File: src/rtl/pipe_pkg.sv
// Shared types for the elastic pipeline stage: FSM states, the MEM->WB payload
// layout and default widths.
package pipe_pkg;

    typedef enum logic [1:0] {
        EMPTY = 2'd0,
        ONE   = 2'd1,
        FULL  = 2'd2
    } state_e;

    // Field order matches the legacy MEM->WB register concatenation, MSB first.
    typedef struct packed {
        logic        reg_wr;
        logic [1:0]  wb_sel;
        logic [4:0]  waddr;
        logic [31:0] addr;
        logic [31:0] alu_result;
        logic [31:0] mem_out;
        logic [31:0] inst;
    } mem_wb_t;

    localparam int DEF_DATA_W      = $bits(mem_wb_t);
    localparam int DEF_STALL_CNT_W = 16;

    function automatic mem_wb_t unpack_mem_wb(input logic [DEF_DATA_W-1:0] raw);
        return mem_wb_t'(raw);
    endfunction

endpackage

File: src/rtl/pipe_stall_counter.sv
// Saturating performance counter; clear wins over increment, never wraps.
module pipe_stall_counter #(
    parameter int W = 16
) (
    input  logic         clk,
    input  logic         rst,
    input  logic         clr,
    input  logic         inc,
    output logic [W-1:0] cnt
);

    localparam logic [W-1:0] ONE_V = W'(1);
    localparam logic [W-1:0] MAX_V = '1;

    always_ff @(posedge clk or negedge rst) begin
        if (!rst) begin
            cnt <= '0;
        end else if (clr) begin
            cnt <= '0;
        end else if (inc && (cnt != MAX_V)) begin
            cnt <= cnt + ONE_V;
        end
    end

endmodule

File: src/rtl/pipe_stage_elastic.sv
// Handshaked pipeline stage register with optional 2-entry skid buffer
// (PIPE_SKID_EN), synchronous flush and a saturating stall counter.
//
// Handshake: a beat moves on a side only in a cycle where valid && ready are
// both high at the rising edge; the producer holds data stable while
// valid && !ready, and valid is never withdrawn before the transfer.
module pipe_stage_elastic
    import pipe_pkg::*;
#(
    parameter int                DATA_W      = DEF_DATA_W,
    parameter int                STALL_CNT_W = DEF_STALL_CNT_W,
    parameter logic [DATA_W-1:0] RST_DATA    = '0
) (
    input  logic                   clk,
    input  logic                   rst,
    input  logic                   in_valid,
    output logic                   in_ready,
    input  logic [DATA_W-1:0]      in_data,
    output logic                   out_valid,
    input  logic                   out_ready,
    output logic [DATA_W-1:0]      out_data,
    input  logic                   flush,
    output logic [STALL_CNT_W-1:0] stall_cnt,
    input  logic                   stall_clr,
    output logic [1:0]             state_dbg
);

    state_e            state;
    logic [DATA_W-1:0] main_q;
    logic              out_valid_q;
    logic              in_xfer;
    logic              out_xfer;

`ifdef PIPE_SKID_EN
    logic [DATA_W-1:0] skid_q;
    logic              in_ready_q;

    assign in_ready = in_ready_q;
`else
    // Without the skid entry the stage can only accept when its single slot
    // is empty or draining this very cycle.
    assign in_ready = out_ready || !out_valid_q;
`endif

    assign in_xfer   = in_valid && in_ready;
    assign out_xfer  = out_valid_q && out_ready;
    assign out_valid = out_valid_q;
    assign out_data  = main_q;
    assign state_dbg = state;

`ifdef PIPE_SKID_EN
    always_ff @(posedge clk or negedge rst) begin
        if (!rst) begin
            state       <= EMPTY;
            main_q      <= RST_DATA;
            skid_q      <= RST_DATA;
            out_valid_q <= 1'b0;
            in_ready_q  <= 1'b1;
        end else if (flush) begin
            state       <= EMPTY;
            main_q      <= RST_DATA;
            skid_q      <= RST_DATA;
            out_valid_q <= 1'b0;
            in_ready_q  <= 1'b1;
        end else begin
            case (state)
                EMPTY: begin
                    if (in_xfer) begin
                        state       <= ONE;
                        main_q      <= in_data;
                        out_valid_q <= 1'b1;
                    end
                end
                ONE: begin
                    if (in_xfer && out_xfer) begin
                        main_q <= in_data;
                    end else if (in_xfer) begin
                        state      <= FULL;
                        skid_q     <= in_data;
                        in_ready_q <= 1'b0;
                    end else if (out_xfer) begin
                        state       <= EMPTY;
                        out_valid_q <= 1'b0;
                    end
                end
                FULL: begin
                    // in_ready is low here, so only the drain side can move.
                    if (out_xfer) begin
                        state      <= ONE;
                        main_q     <= skid_q;
                        in_ready_q <= 1'b1;
                    end
                end
                default: begin
                    state       <= EMPTY;
                    out_valid_q <= 1'b0;
                    in_ready_q  <= 1'b1;
                end
            endcase
        end
    end
`else
    always_ff @(posedge clk or negedge rst) begin
        if (!rst) begin
            state       <= EMPTY;
            main_q      <= RST_DATA;
            out_valid_q <= 1'b0;
        end else if (flush) begin
            state       <= EMPTY;
            main_q      <= RST_DATA;
            out_valid_q <= 1'b0;
        end else begin
            case (state)
                EMPTY: begin
                    if (in_xfer) begin
                        state       <= ONE;
                        main_q      <= in_data;
                        out_valid_q <= 1'b1;
                    end
                end
                ONE: begin
                    // An input beat here implies the held beat is leaving.
                    if (in_xfer) begin
                        main_q <= in_data;
                    end else if (out_xfer) begin
                        state       <= EMPTY;
                        out_valid_q <= 1'b0;
                    end
                end
                default: begin
                    state       <= EMPTY;
                    out_valid_q <= 1'b0;
                end
            endcase
        end
    end
`endif

    pipe_stall_counter #(
        .W (STALL_CNT_W)
    ) u_stall_counter (
        .clk (clk),
        .rst (rst),
        .clr (stall_clr),
        .inc (out_valid_q && !out_ready),
        .cnt (stall_cnt)
    );

endmodule

File: config.mk
export PLATFORM = sky130hd
export DESIGN_NAME = pipe_stage_elastic
export DESIGN_NICKNAME = d
export VERILOG_FILES = /design/src/rtl/pipe_pkg.sv /design/src/rtl/pipe_stall_counter.sv /design/src/rtl/pipe_stage_elastic.sv
export SDC_FILE = /design/constraint.sdc
export NUM_CORES = 1
export LEC_CHECK = 0
export ABC_AREA = 1
export ABC_CLOCK_PERIOD_IN_PS = 1630
export CAP_MARGIN = 20
export CORE_UTILIZATION = 43
export CTS_CLUSTER_SIZE = 28
export DETAILED_ROUTE_END_ITERATION = 16
export PLACE_DENSITY = 0.85
export REMOVE_ABC_BUFFERS = 1
export SYNTH_ARGS = -nofsm -noshare
export SYNTH_HDL_FRONTEND = slang
export SYNTH_HIERARCHICAL = 1
export SYNTH_SLANG_ARGS = --single-unit
File: constraint.sdc
create_clock -name clk -period 1.63 [get_ports clk]
set_input_delay 0.326 -clock clk [delete_from_list [all_inputs] [get_ports clk]]
set_output_delay 0.326 -clock clk [all_outputs]
set_load 0.1 [all_outputs]
---- After elaboration in Yosys (flattened, before gate mapping) ----
Index checks and enable logic that the tools add are counted.
Widths: inputs -> output; s select.
word-level totals
  output and inout bits ................... 156
  register bits ........................... 155
  logic and storage cells ................. 39
  bits of input ports ..................... 142
cells by class
  equality and inequality tests ........... 5
  reductions and logical operators ........ 14
  $add $sub $neg .......................... 1
  multiplexer cells ....................... 15
operator list
  operator               number
  $mux 136               3
  $mux 16                2
  $add 16x1->16 const B  1
  $ne 16x16->1 const B   1
  $ne 3x3->1 const B     3
  $mux 2                 4
  $reduce_bool 2->1      3
  $logic_and 1x1->1      4
  $mux 1                 4
  $pmux 2 s2             1
  $reduce_and 3->1       1
  $eq 2x1->1 const B     1
  $logic_not 1->1        2
  $logic_not 2->1        1
  $pmux 1 s2             1
  $reduce_and 2->1       1
  $reduce_or 2->1        1
  $logic_or 1x1->1       1

---- Depth between registers and ports, before layout ----
  word-level depth ........................ 6
  gate-level depth with buffers ........... 10
  gate-level depth less buffers ........... 9

---- Cells and area by module ----
The synthesis kept the hierarchy.
by module, submodules not included
  module              instances  area an instance (um2)  cells each
  pipe_stage_elastic  1          5,918.2                 629
  pipe_stall_counter  1          1,037.2                 144

---- Least setup slack after synthesis ----
No wires, ideal clock.
  kind .................................... flip-flop to flip-flop
  from .................................... reg u_stall_counter.cnt[1]
  to ...................................... reg u_stall_counter.cnt[7]
  required time ........................... 1.563 ns
  setup slack ............................. -0.618 ns
  period minus slack after synthesis ...... 2.248 ns
  data arrival time ....................... 2.180 ns
  library setup time ...................... 0.067 ns
  stages on the path, launching flop included .. 11
  path through ............................ dfrtp_1 ha_1 nand2_2 nor2_4 nand2_4 o21ai_4 nand2_4 inv_4 buf_12 nand2_1 nand2_1
on the way
  longest elaborated chain between the ends .. 3
  elaborated cells between the ends (all ways) .. 6
  those cells by class .................... 1 x add/sub; 1 x eq/ne; 2 x mux; 2 x reduce/logical
ends and longest elaborated chain
  element                                        line                                                text
  start: declaration                             pipe_stall_counter.sv:9                             output logic [W-1:0] cnt
  start signal: assignment                       pipe_stall_counter.sv:21                            cnt <= cnt + ONE_V;
  $add 16x1->16 or $ne 16x16->1 (tied branches)  pipe_stall_counter.sv:21, pipe_stall_counter.sv:20
  $mux 16 or $logic_and 1x1->1 (tied branches)   pipe_stall_counter.sv:20                            end else if (inc && (cnt != MAX_V)) begin
  $mux 16 or $reduce_bool 2->1 (tied branches)   -
Several ways; a longest one is shown, not always the timed one. The select of a mux whose other input is x is not followed.
A chain may end at the register's enable or synchronous reset.

---- Final worst setup path ----
  from .................................... in out_ready
  to ...................................... out in_ready
on the way
  longest elaborated chain between the ends .. 1
ends and longest elaborated chain
  element             line                      text
  start: declaration  pipe_stage_elastic.sv:20  input logic out_ready,
  $logic_or 1x1->1    pipe_stage_elastic.sv:42  assign in_ready = out_ready || !out_valid_q;
  end: declaration    pipe_stage_elastic.sv:17  output logic in_ready,
Every way passes these cells.

==> impl_metrics.json <==
{
  "status": "completed",
  "synthTopCellsByArea": "dfrtp_1 55%, nand4_1 13%, nand3_1 11%",
  "synthFlopType": "dfrtp_1",
  "num_vias": 7528,
  "num_rows": 46,
  "grt_usage_pct": 31.83,
  "finalMaxSlewViolations": 0,
  "multi_input_area_um2": 2640,
  "fp.dieH_um": 129.2,
  "clock_latency_ns": 0.43,
  "place_inst": 1255,
  "grt_max_degree": 68,
  "core_area_um2": 15830,
  "synthArstFlopShare_pct": 100.0,
  "synth_cells": 773,
  "firstDrtPassIters": 5,
  "area_growth_pct": 80.37,
  "p_per_area_nw_per_um2": 951.0,
  "rsz0062_at_grt": "no",
  "layout_commonest_cell": "nand2_1",
  "fmax_mhz": 629.4,
  "setup_viol": 0,
  "nNetsFinal": 1204,
  "finalNonFillerCells": 1290,
  "regArea_um2": 3832,
  "crit_fanout": 4,
  "cts_sinks": 153,
  "synth_top_area_share_pct": 55.05,
  "drc_errors": 0,
  "power_w": 0.01193,
  "ir_drop_mv": 0.7312,
  "portBuffers": 296,
  "hpwl_mm": 17.97,
  "clockBufferDepth": 2,
  "cts_buffers": 17,
  "die_w_um": 129.2,
  "antenna_cells": 0,
  "ys_ff_latch": 153,
  "hp-class": "input port to register",
  "grt_antenna_before_repair": 0,
  "drive_gt1_share_pct": 24.12,
  "crit_path_end_kind": "output pin",
  "vias_per_cell": 5.836,
  "postRouteAntennaNets": 0,
  "syn-cell-area_um2": 6955,
  "hold_violations": 0,
  "finClkSkew_ns": 0.01225,
  "fillers": 868,
  "totalWireLength_mm": 26.33,
  "yosys_warnings": 6,
  "first_global_vias": 7622,
  "initial_core_util_pct": 43.94,
  "finalCritPeriodShare_pct": 97.48,
  "path_clk_slew_ns": 0.06,
  "cts_tree": "done",
  "leakage_nw": 5.955,
  "mostFrequentLayoutCells": "191 x nand2_1, 171 x buf_12, 150 x dfrtp_1, 148 x nand3_1, 145 x nand4_1",
  "root_buffer": "clkbuf_16",
  "syn_area_per_cell_um2": 8.998,
  "pin_count": 298,
  "crit_path_start_kind": "input port",
  "period_needed_ns": 1.589,
  "synth_top_area_cell": "dfrtp_1",
  "wl_per_cell_um": 20.41,
  "worstSetupPathType": "input port to output pin",
  "yosysSeqAreaShare_pct": 55.05,
  "gr-total-overflow": 0,
  "cp_data_required_time_ns": 1.30,
  "ctsHtreeMaxLevel": 4,
  "arrival_ns": 1.26,
  "synth_cell_types": 26,
  "cap_violations": 0,
  "synth_edf_count": 0,
  "dieArea_um2": 16690,
  "fin_util_pct": 79.26,
  "gp_congestion": 0.8680,
  "drtIter0Drc": 768,
  "grt_pass1_wl_mm": 40.52
}
## final cells by class
type,count,share of cell area [%]
Clock buffer,20,3.720
Clock inverter,12,1.117
Inverter,16,0.5585
Multi-Input combinational cell,525,21.04
Sequential cell,153,30.55
Tap cell,216,2.154
Timing Repair Buffer,348,40.86
## per-stage QoR
| stage | setup WS (ns) | setup TNS (ns) | hold slack [ns] | cell area [µm²] |
|---|---|---|---|---|
| CTS | 0.03452 | 0 | 0.3198 | 12540 |
| finish | 0.04108 | 0 | 0.3299 | 12550 |
| global route | 0.01536 | 0 | 0.3365 | 12550 |
| floorplan | -3.825 | -570.98 | 0.03041 | 6514 |
| global placement | 0.01111 | 0 | 0.2393 | 11900 |
| detailed placement | -0.07828 | -6.196 | 0.2384 | 11900 |
## path summary, 6_finish.rpt
kind | from | depth (start not counted) | slack, ns | to
max | out_ready | 5 | 0.04 | in_ready
max in group asynchronous | rst | 3 | 0.67 | u_stall_counter/cnt[2]$_DFFE_PN0P_
min | in_valid | 3 | 0.33 | out_data[66]$_DFFE_PN0P_
max reg2reg | u_stall_counter/cnt[0]$_DFFE_PN0P_ | 9 | 0.12 | u_stall_counter/cnt[5]$_DFFE_PN0P_
min in group asynchronous | rst | 2 | 0.35 | out_data[51]$_DFFE_PN0P_
min reg2reg | out_data[23]$_DFFE_PN0P_ | 2 | 0.56 | out_data[23]$_DFFE_PN0P_
## state kept, by name, summed over array words and instances (netlist names)
register and cells:
out_data 136, u_stall_counter/cnt 16, out_valid 1
## layer usage
layer  global-route usage [%]  vias to the layer above  routed length, µm
li1                         -                     3278                  -
met1                    36.80                     3683               9422
met2                    52.40                      464              13020
met3                    10.40                      103               2541
met4                    17.44                        0               1345
met5                        0                        -                  0
## cell usage after synthesis, types with 3 or more instances
master / number
nand2_1: 191
inv_2: 3
xor2_1: 3
nand2_2: 4
nor2_1: 16
nand4_1: 145
o21ai_0: 4
dfrtp_1: 153
buf_2: 67
buf_4: 8
inv_1: 12
nand3_1: 148
## critical path, cell delays in order
cell and delay [ns]:
clkdlybuf4s50_1 0.49, inv_2 0.06, nand2_4 0.09, buf_12 0.12, buf_16 0.17
## what timing repair did
item,CTS,global route
resized for setup,2,4
hold endpoints to repair,26,0
setup buffers,2,0
endpoints found under the setup margin,1,6
pin swaps,1,0
cloned,0,0
hold buffers,1,0
## where the power goes
group / internal (W) / switching [W]
clock: 0.00239 / 0.00164
combinational: 0.00135 / 0.00230
sequential: 0.00400 / 0.000244
## kinds of logic after synthesis
logic type	synth area share, %
simple gates	36.03
xor+xnor	0.6297
compound gates	0.8094
other cells	0.05391
flops	55.05
fa+ha+maj	0.1799
buf+inv	7.249
(Power assumes the default switching activity.)
